## config.mk

```make
export PLATFORM = sky130hd
export DESIGN_NAME = life_gen_sequencer
export DESIGN_NICKNAME = d
export VERILOG_FILES = /design/src/rtl/life_gen_sequencer.sv
export SDC_FILE = /design/constraint.sdc
export NUM_CORES = 1
export LEC_CHECK = 0
export CORE_AREA = 2 2 311 313
export DETAILED_ROUTE_END_ITERATION = 8
export DIE_AREA = 0 0 313 315
export GPL_TIMING_DRIVEN = 0
export SLEW_MARGIN = 20
export SYNTH_ARGS = -nofsm -noshare
export SYNTH_HDL_FRONTEND = slang
export SYNTH_SLANG_ARGS = --single-unit
```

## constraint.sdc

```tcl
create_clock -name clock -period 17 [get_ports clock]
set_input_delay 1.7 -clock clock [delete_from_list [all_inputs] [get_ports clock]]
set_output_delay 1.7 -clock clock [all_outputs]
set_load 0.02 [all_outputs]
```

## src/rtl/life_gen_sequencer.sv

```systemverilog
// life_gen_sequencer: Life grid load/step/stream controller; LIFE_GEN_SEQUENCER_STABLE_DETECT_EN adds still-life detection
module life_gen_sequencer #(
  parameter int WIDTH = 16,
  parameter int HEIGHT = 16,
  parameter int GEN_W = 16
) (
  input  logic                      clock,
  input  logic                      reset,
  input  logic                      cmd_load,
  input  logic [WIDTH*HEIGHT-1:0]   load_pattern,
  input  logic                      cmd_run,
  input  logic                      cmd_step,
  input  logic                      cmd_pause,
  input  logic [WIDTH*HEIGHT-1:0]   grid_states,
  output logic                      grid_reset,
  output logic [WIDTH*HEIGHT-1:0]   grid_init,
  output logic                      grid_step,
  output logic                      pix_valid,
  input  logic                      pix_ready,
  output logic                      pix_data,
  output logic                      pix_eol,
  output logic                      pix_eof,
  output logic [GEN_W-1:0]          generation,
  output logic                      running,
  output logic                      busy,
  output logic                      extinct,
  output logic                      stable
);
  localparam int N = WIDTH * HEIGHT;
  localparam int IW = $clog2(N);
  localparam int CW = $clog2(WIDTH);
  typedef enum logic [2:0] {IDLE, LOAD, SETTLE, STREAM, STEP} state_t;
  state_t state, state_nx;
  logic [N-1:0] frame;
  logic [IW-1:0] idx;
  logic [CW-1:0] col;
  logic pending, last;
`ifdef LIFE_GEN_SEQUENCER_STABLE_DETECT_EN
  logic [N-1:0] prev;
  logic from_step, same;
  assign same = grid_states == prev;
`else
  assign stable = 1'b0;
`endif
  assign pix_valid = state == STREAM;
  assign pix_data = pix_valid & frame[idx];
  assign pix_eol = pix_valid && col == CW'(WIDTH - 1);
  assign pix_eof = pix_valid && idx == IW'(N - 1);
  assign last = pix_eof && pix_ready;
  assign grid_reset = state == LOAD;
  assign grid_step = state == STEP;
  assign busy = state != IDLE;
  always_comb begin
    state_nx = state;
    case (state)
      IDLE:   state_nx = cmd_load ? LOAD : cmd_pause ? IDLE : (cmd_step || cmd_run) ? STEP : IDLE;
      LOAD:   state_nx = SETTLE;
      STEP:   state_nx = SETTLE;
      SETTLE: state_nx = STREAM;
      STREAM: state_nx = !last ? STREAM : (pending || cmd_load) ? LOAD : (running && !cmd_pause) ? STEP : IDLE;
      default: state_nx = IDLE;
    endcase
  end
  always_ff @(posedge clock or posedge reset)
    if (reset) state <= IDLE;
    else state <= state_nx;
  always_ff @(posedge clock or posedge reset) begin
    if (reset) begin
      grid_init <= '0;
      generation <= '0;
      running <= 1'b0;
      extinct <= 1'b0;
      pending <= 1'b0;
      frame <= '0;
      idx <= '0;
      col <= '0;
`ifdef LIFE_GEN_SEQUENCER_STABLE_DETECT_EN
      stable <= 1'b0;
      prev <= '0;
      from_step <= 1'b0;
`endif
    end else begin
      // a load arriving mid-frame is remembered and taken at frame end
      if (cmd_load) grid_init <= load_pattern;
      if (busy && cmd_load) pending <= 1'b1;
      if (cmd_load || cmd_pause) running <= 1'b0;
      else if (state == IDLE && !cmd_step && cmd_run) running <= 1'b1;
`ifdef LIFE_GEN_SEQUENCER_STABLE_DETECT_EN
      from_step <= state == STEP;
`endif
      case (state)
        LOAD: begin
          generation <= '0;
          running <= 1'b0;
          pending <= cmd_load;
`ifdef LIFE_GEN_SEQUENCER_STABLE_DETECT_EN
          stable <= 1'b0;
`endif
        end
        STEP: generation <= generation + 1'b1;
        SETTLE: begin
          frame <= grid_states;
          extinct <= grid_states == '0;
`ifdef LIFE_GEN_SEQUENCER_STABLE_DETECT_EN
          prev <= grid_states;
          if (from_step) stable <= same;
          if (from_step && same) running <= 1'b0;
`endif
        end
        STREAM: if (pix_ready) begin
          idx <= last ? '0 : idx + 1'b1;
          col <= pix_eol ? '0 : col + 1'b1;
        end
        default: ;
      endcase
    end
  end
endmodule

```

==> qor.yml, run 1 <==
global_routing:
  grt_pass1_vias: 19528
  grt_pass1_wl_microns: 145400
  antenna_found_initial: 41
  grt_max_degree: 103
  grt_overflow: 0
  grtUsageTotal: 0.2068
timing:
  skew_ns: 0.01324
  period_share: 0.3623
  max_freq_ghz: 0.1624
  setup_slack_ns: 10.84
  rsz0062_at_grt: "no"
  slew_violations: 0
  whs_ns: 0.4987
  tns_ns: 0
  hold_viol: 0
  setup_viol: 0
  worstMarginPinSlew_ns: 1.046
  layout_min_cycle_time_ns: 6.159
  relSlewSlack: 0.3024
final_layout:
  drive_gt1_frac: 0.2929
  layout_common_cells: "clkdlybuf4s50_1 (798), dfrtp_1 (546), mux2_2 (522)"
  syn_to_final_growth_pct: 51.39
  final_common_cell: "clkdlybuf4s50_1"
  final_nets: 2951
clocking:
  hold_buffers: 0
  cts_buffers: 68
  clk-insertion-delay-late_ns: 0.63
  cts_setup_buffers: 0
  htreeDepth: 3
  cts_sinks: 546
  clockBufferDepth: 3
  clock_tree.root_cell: "clkbuf_16"
  cts_repair_resize_count: 0
  clk_pin_slew_ns: 0.06
  cts_tree: "yes"
pwr:
  p_leak_nw: 14.10
  p_int_mw: 2.748
  power.density_nw_per_um2: 109.2
  switching_share: 0.2946
  combPwrFrac: 0.243
  seq_power_share: 0.376
  switchingPower_mw: 1.148
  peakVddDrop_mv: 0.08645
  clockPowerShare: 0.381
synthesis:
  synth_area_sq_um: 23580
  synth_top_area_share: 0.5796
  avgSynthCellArea_sq_um: 15.18
  ys_ff_latch: 546
  synth_seq_area_share: 0.5796
  yosysTopAreaCell: "dfrtp_1"
  synth-edff-count: 0
  synth_nets: 2075
  synthCells: 1553
  ys.flop_type: "dfrtp_1"
  synth_area_leaders: "dfrtp_1 (58%), mux2_2 (25%), mux4_1 (3.1%)"
  yosys_warnings: 0
  synth_cell_type_count: 64
  ys_async_sr_fraction: 1.000
detailed_routing:
  dr.pass1.iters: 4
  drt_iter0_drc: 961
  routedWlPerCell_microns: 27.53
  ant_nets: 0
  via_count: 17663
  drc: 0
  wl_microns: 103900
  via_per_inst: 4.680
min_path:
  holdPathEnd: "frame[69]"
  hp-class: "reg -> reg"
  hp-start: "frame[69]"
  hold_depth: 1
worst_setup_path:
  start_kind: "flip-flop"
  r2r_slack_ns: 13.81
  end_kind: "output port"
  r2r-start: "state[2]"
  cp_max_fo: 10
  worstPathArrival_ns: 4.46
  worstSetupPathType: "reg -> out"
  crit_slowest_cell: "clkdlybuf4s50_1"
  worstRegToRegCells: 5
  cpPeakStageDelay_ns: 0.72
  r2r_end: "frame[97]"
  crit_chain: "buf_4 > buf_2 > buf_1 > o221ai_1 > o32ai_1 > o311ai_0 > nor4_1 > a211oi_2 > a311oi_2 > clkdlybuf4s50_1"
  worst-endpoint-required_ns: 15.30
floorplanning:
  die_area_sq_um: 98600
  die_h_microns: 315
  core-area_sq_um: 95710
  initial_utilization: 0.2463
  rows: 114
  ios: 801
  die_w_microns: 313
placement:
  dp_hpwl_microns: 84540
  gp_congestion: 0.9145
  io_buffers: 798
  dp_slack_ns: 11.45
flow_run:
  maxCapViolations: 0
status:
  outcome: "finished clean"
-- worst max path at each step --
stage            from         to  cells after the start
2_1_floorplan   reset     col[0]                      1
3_3_place_gp    reset  frame[94]                      2
3_5_place_dp   idx[2]   pix_data                     10
4_1_cts        idx[2]   pix_data                     10
5_1_grt        idx[2]   pix_data                     10
6_report       idx[2]   pix_data                     10
-- worst max-delay path, delay by kind of cell (launching register included) --
| kind | cells | cell delay [ns] |
|---|---|---|
| and+or+nand+nor | 1 | 0.38 |
| AOI/OAI and AO/OA | 5 | 1.19 |
| buffers and inverters | 4 | 1.92 |
| DFF | 1 | 0.33 |
-- metal layers --
layer | vias up | share of wire | GRT usage
li1 | 7593 | - | -
met1 | 9207 | 0.37 | 0.2344
met2 | 708 | 0.52 | 0.3686
met3 | 155 | 0.080 | 0.06387
met4 | 0 | 0.026 | 0.06775
met5 | - | 0 | 0
-- power groups by stage --
stage,combinational (mW),sequential [mW],clock (mW)
after floorplan,0.378,1.55,0
after global placement,0.946,1.49,0
after detailed placement,0.958,1.49,0
after CTS,0.964,1.47,1.52
after global routing,1.00,1.48,1.57
final,0.946,1.47,1.48
-- logic make-up (layout without fill, tap and decap cells) --
group / Yosys count / after routing / synth area share
buf+inv: 98 / 1027 / 0.02659
simple gates: 213 / 213 / 0.05106
mux: 591 / 591 / 0.3118
fa+ha+maj: 3 / 3 / 0.001592
flops: 546 / 546 / 0.5796
other cells: 1 / 17 / 0.0001591
xor+xnor: 7 / 7 / 0.002601
compound gates: 94 / 94 / 0.02670
-- cell usage after synthesis (3+ instances only) --
library cell / n
a21o_1: 3
a21oi_1: 7
a22o_1: 7
a22oi_1: 10
and2_1: 3
and3_1: 7
and4_1: 3
buf_12: 8
buf_2: 29
buf_4: 4
clkbuf_1: 41
clkbuf_8: 7
dfrtp_1: 546
ha_1: 3
inv_1: 6
mux2_2: 522
mux2i_1: 15
mux4_1: 28
mux4_2: 26
nand2_1: 34
nand2b_1: 4
nand3_1: 11
nand4_1: 24
nor2_1: 25
nor2b_1: 8
nor3_1: 10
nor4_1: 69
o2111ai_1: 4
o21ai_0: 36
o221ai_1: 3
o22ai_1: 7
xnor2_1: 4
xor2_1: 3
-- through the flow --
step                power, mW  instance area, sq um  utilization  std cells
floorplan               1.927                 23580            -       1553
global placement        2.431                 33160       0.3465       3627
detailed placement      2.446                 33370       0.3486       3635
CTS                     3.949                 35650       0.3725       3758
global route            4.055                 35680       0.3728       3770
finish                  3.896                 35690       0.3729       3774
-- flip-flops by register name (all words and copies together) (netlist names) --
| name | flops |
|---|---|
| pending | 1 |
| generation | 16 |
| col | 4 |
| running | 1 |
| grid_init | 256 |
| state | 3 |
| frame | 256 |
| extinct | 1 |
| idx | 8 |
-- cell type report --
type | instances | area, sq um
diodes | 16 | 40.04
plain buffers | 92 | 604.3
clock buffers | 98 | 1987
clock inverters | 25 | 296.5
fillers | 9092 | 60020
inverters | 6 | 30.03
multi-input cells | 909 | 9304
flip-flops and latches | 546 | 13660
well taps | 1276 | 1597
repair buffers | 806 | 8168
No activity file was read; power rests on OpenSTA's default activity.
==> inputs of run 2 (changes only) <==
==> constraint.sdc (replaced) <==
create_clock -name clock -period 5.4 [get_ports clock]
set_input_delay 0.54 -clock clock [delete_from_list [all_inputs] [get_ports clock]]
set_output_delay 0.54 -clock clock [all_outputs]
set_load 0.02 [all_outputs]
==> run 2 against run 1 <==
Compared with the run above:
- total power grew to 3.2 times the previous value
- global-route usage is 0.18 points higher
- die area stayed put
- highest routed layer unchanged
- clock power grew to 3.2 times the previous value
- via count is 0.14% lower
- sequential power grew to 3.1 times the previous value
==> qor.yml, run 2 (synthesis results as in run 1) <==
final_layout:
  final_common_cell: "clkdlybuf4s50_1"
  layout_common_cells: "clkdlybuf4s50_1 (798), dfrtp_1 (546), mux2_2 (522)"
  multi_input_area_sq_um: 9304  # unchanged
  drive_gt1_frac: 0.2970  # +0.004041
  num-fill-cells: 9062  # -0.33%
  final_core_util: 0.3757  # +0.002758
  final_nets: 2963  # +0.41%
  syn_to_final_growth_pct: 52.50
  reg.largest.list: "frame (256), grid_init (256), generation (16)"
  seq_area_sq_um: 13660  # unchanged
detailed_routing:
  drc: 0  # unchanged
  via_per_inst: 4.666  # -0.30%
  drt_iter0_drc: 917  # -4.6%
  via_count: 17638  # -0.14%
  routedWlPerCell_microns: 27.80  # +0.97%
  ant_nets: 0  # unchanged
  wl_microns: 105100  # +1.1%
  dr.pass1.iters: 5  # +1
global_routing:
  grt_max_degree: 37  # -64%
  grt_pass1_vias: 19383  # -0.74%
  grt_pass1_wl_microns: 146600  # +0.77%
  antenna_found_initial: 39  # -4.9%
  grt_overflow: 0  # unchanged
  grtUsageTotal: 0.2085  # +0.001768
clocking:
  hold_buffers: 0  # unchanged
  cts_buffers: 69  # +1.5%
  cts_setup_buffers: 0  # unchanged
  clk_pin_slew_ns: 0.06  # about the same
  cts_tree: "yes"
  clk-insertion-delay-late_ns: 0.61  # -0.02 ns
  clockBufferDepth: 3  # unchanged
  cts_sinks: 546  # unchanged
  htreeDepth: 3  # unchanged
  cts_repair_resize_count: 0  # unchanged
  clock_tree.root_cell: "clkbuf_16"
timing:
  setup_slack_ns: 0.3428  # -10.50 ns
  period_share: 0.9365
  worstMarginPinSlew_ns: 1.042  # -0.004514 ns
  skew_ns: 0.02221  # +0.008968 ns
  max_freq_ghz: 0.1977
  slew_violations: 0  # unchanged
  layout_min_cycle_time_ns: 5.057
  relSlewSlack: 0.3054  # +0.003009
  rsz0062_at_grt: "no"
  setup_viol: 0  # unchanged
  hold_viol: 0  # unchanged
worst_setup_path:
  worstPathArrival_ns: 4.52  # +0.06 ns
  worstSetupPathType: "reg -> out"
  crit_chain: "buf_4 > buf_2 > buf_1 > o221ai_1 > o32ai_1 > o311ai_0 > nor4_1 > a211oi_2 > a311oi_2 > clkdlybuf4s50_1"
  start_kind: "flip-flop"
  worst-endpoint-required_ns: 4.86  # -10.44 ns
  critical_path_buf_inv_count: 4  # unchanged
  cp_top_family: "buffers and inverters"
  cp_max_fo: 10  # unchanged
  end_kind: "output port"
  crit_slowest_cell: "clkdlybuf4s50_1"
  cpPeakStageDelay_ns: 0.72  # about the same
pwr:
  p_leak_nw: 14.22  # +0.89%
  seq_power_share: 0.371  # -0.005
  switching_share: 0.2935  # -0.001050
  power_mw: 12.44  # +220%
  peakVddDrop_mv: 0.2166  # +150%
  power.density_nw_per_um2: 346.1  # +220%
  combPwrFrac: 0.243  # about the same
  clockPowerShare: 0.386  # +0.005
  p_int_mw: 8.790  # +220%
  switchingPower_mw: 3.653  # +220%
placement:
  dp_slack_ns: 0.9280  # -10.52 ns
  io_buffers: 798  # unchanged
  gp_congestion: 0.9117  # -0.31%
  dp_hpwl_microns: 85770  # +1.5%
floorplanning:
  die_h_microns: 315  # unchanged
  rows: 114  # unchanged
  ios: 801  # unchanged
  initial_utilization: 0.2463  # unchanged
  die_w_microns: 313  # unchanged
  core-area_sq_um: 95710  # unchanged
  die_area_sq_um: 98600  # unchanged
status:
  outcome: "finished clean"
flow_run:
  maxCapViolations: 0  # unchanged
min_path:
  hp-class: "in -> async"
[run 2: path summary, 6_finish.rpt]
kind                            slack, ns  depth (start not counted)              to       start
worst max register to register       2.36                          5       frame[66]    state[2]
max in group asynchronous            3.34                          8   grid_init[80]       reset
worst max-delay path                 0.34                         10        pix_data      idx[2]
worst min-delay path                 0.30                          2  grid_init[223]       reset
worst min register to register       0.50                          1      frame[105]  frame[105]
min in group clock                   0.50                          1      frame[105]  frame[105]
[run 2: power by group through the flow]
stage	clock network, mW	registers (mW)	logic, mW
floorplan	0	4.88	1.19
global placement	0	4.68	2.98
detailed placement	0	4.68	3.03
CTS	4.92	4.62	3.05
global route	5.11	4.65	3.18
finish	4.80	4.62	3.02
[run 2: cell type report]
cell class | instances | share of cell area
Sequential cell | 546 | 0.3800
Multi-Input combinational cell | 909 | 0.2588
Timing Repair Buffer | 817 | 0.2328
Clock buffer | 100 | 0.05718
Tap cell | 1276 | 0.04441
Buffer | 92 | 0.01681
Clock inverter | 22 | 0.008422
Antenna cell | 12 | 0.0008352
Inverter | 6 | 0.0007308
[run 2: through the flow]
step | instance area (sq um) | hold WS [ns] | TNS [ns] | cells
detailed placement | 33560 | 0.4874 | 0 | 3646
floorplan | 23580 | 0.4651 | -1402.07 | 1553
global placement | 33160 | 0.4813 | -3197.59 | 3627
global route | 35950 | 0.2803 | 0 | 3777
finish | 35950 | 0.3029 | 0 | 3780
CTS | 35920 | 0.2554 | 0 | 3768
[run 2: per-layer routing]
| layer | track usage | vias up | wire length, microns |
|---|---|---|---|
| li1 | - | 7639 | - |
| met3 | 0.06466 | 171 | 7924 |
| met4 | 0.07438 | 0 | 3371 |
| met5 | 0 | - | 0 |
| met1 | 0.2389 | 9141 | 40210 |
| met2 | 0.3658 | 687 | 53570 |
==> inputs of run 3 (changes only) <==
--- a/config.mk
+++ b/config.mk
@@ -6,9 +6,11 @@
 export NUM_CORES = 1
 export LEC_CHECK = 0
 export CORE_AREA = 2 2 311 313
+export CTS_CLUSTER_SIZE = 16
 export DETAILED_ROUTE_END_ITERATION = 8
 export DIE_AREA = 0 0 313 315
 export GPL_TIMING_DRIVEN = 0
+export HOLD_SLACK_MARGIN = 0.15
 export SLEW_MARGIN = 20
 export SYNTH_ARGS = -nofsm -noshare
 export SYNTH_HDL_FRONTEND = slang
==> constraint.sdc (replaced) <==
create_clock -name clock -period 5.95 [get_ports clock]
set_input_delay 0.595 -clock clock [delete_from_list [all_inputs] [get_ports clock]]
set_output_delay 0.595 -clock clock [all_outputs]
set_load 0.02 [all_outputs]
==> results of run 3 <==
Same layout as run 2 (identical final DEF). Status: finished clean.
Main changes from that run: setup slack after placement 0.9280 ns -> 1.423 ns; setup slack after layout 0.3428 ns -> 0.8378 ns; hold slack 0.3029 ns -> 0.3579 ns; register-to-register setup slack 2.36 ns -> 2.91 ns; total power 12.44 mW -> 11.29 mW; worst IR drop on VDD 0.2166 mV -> 0.1966 mV
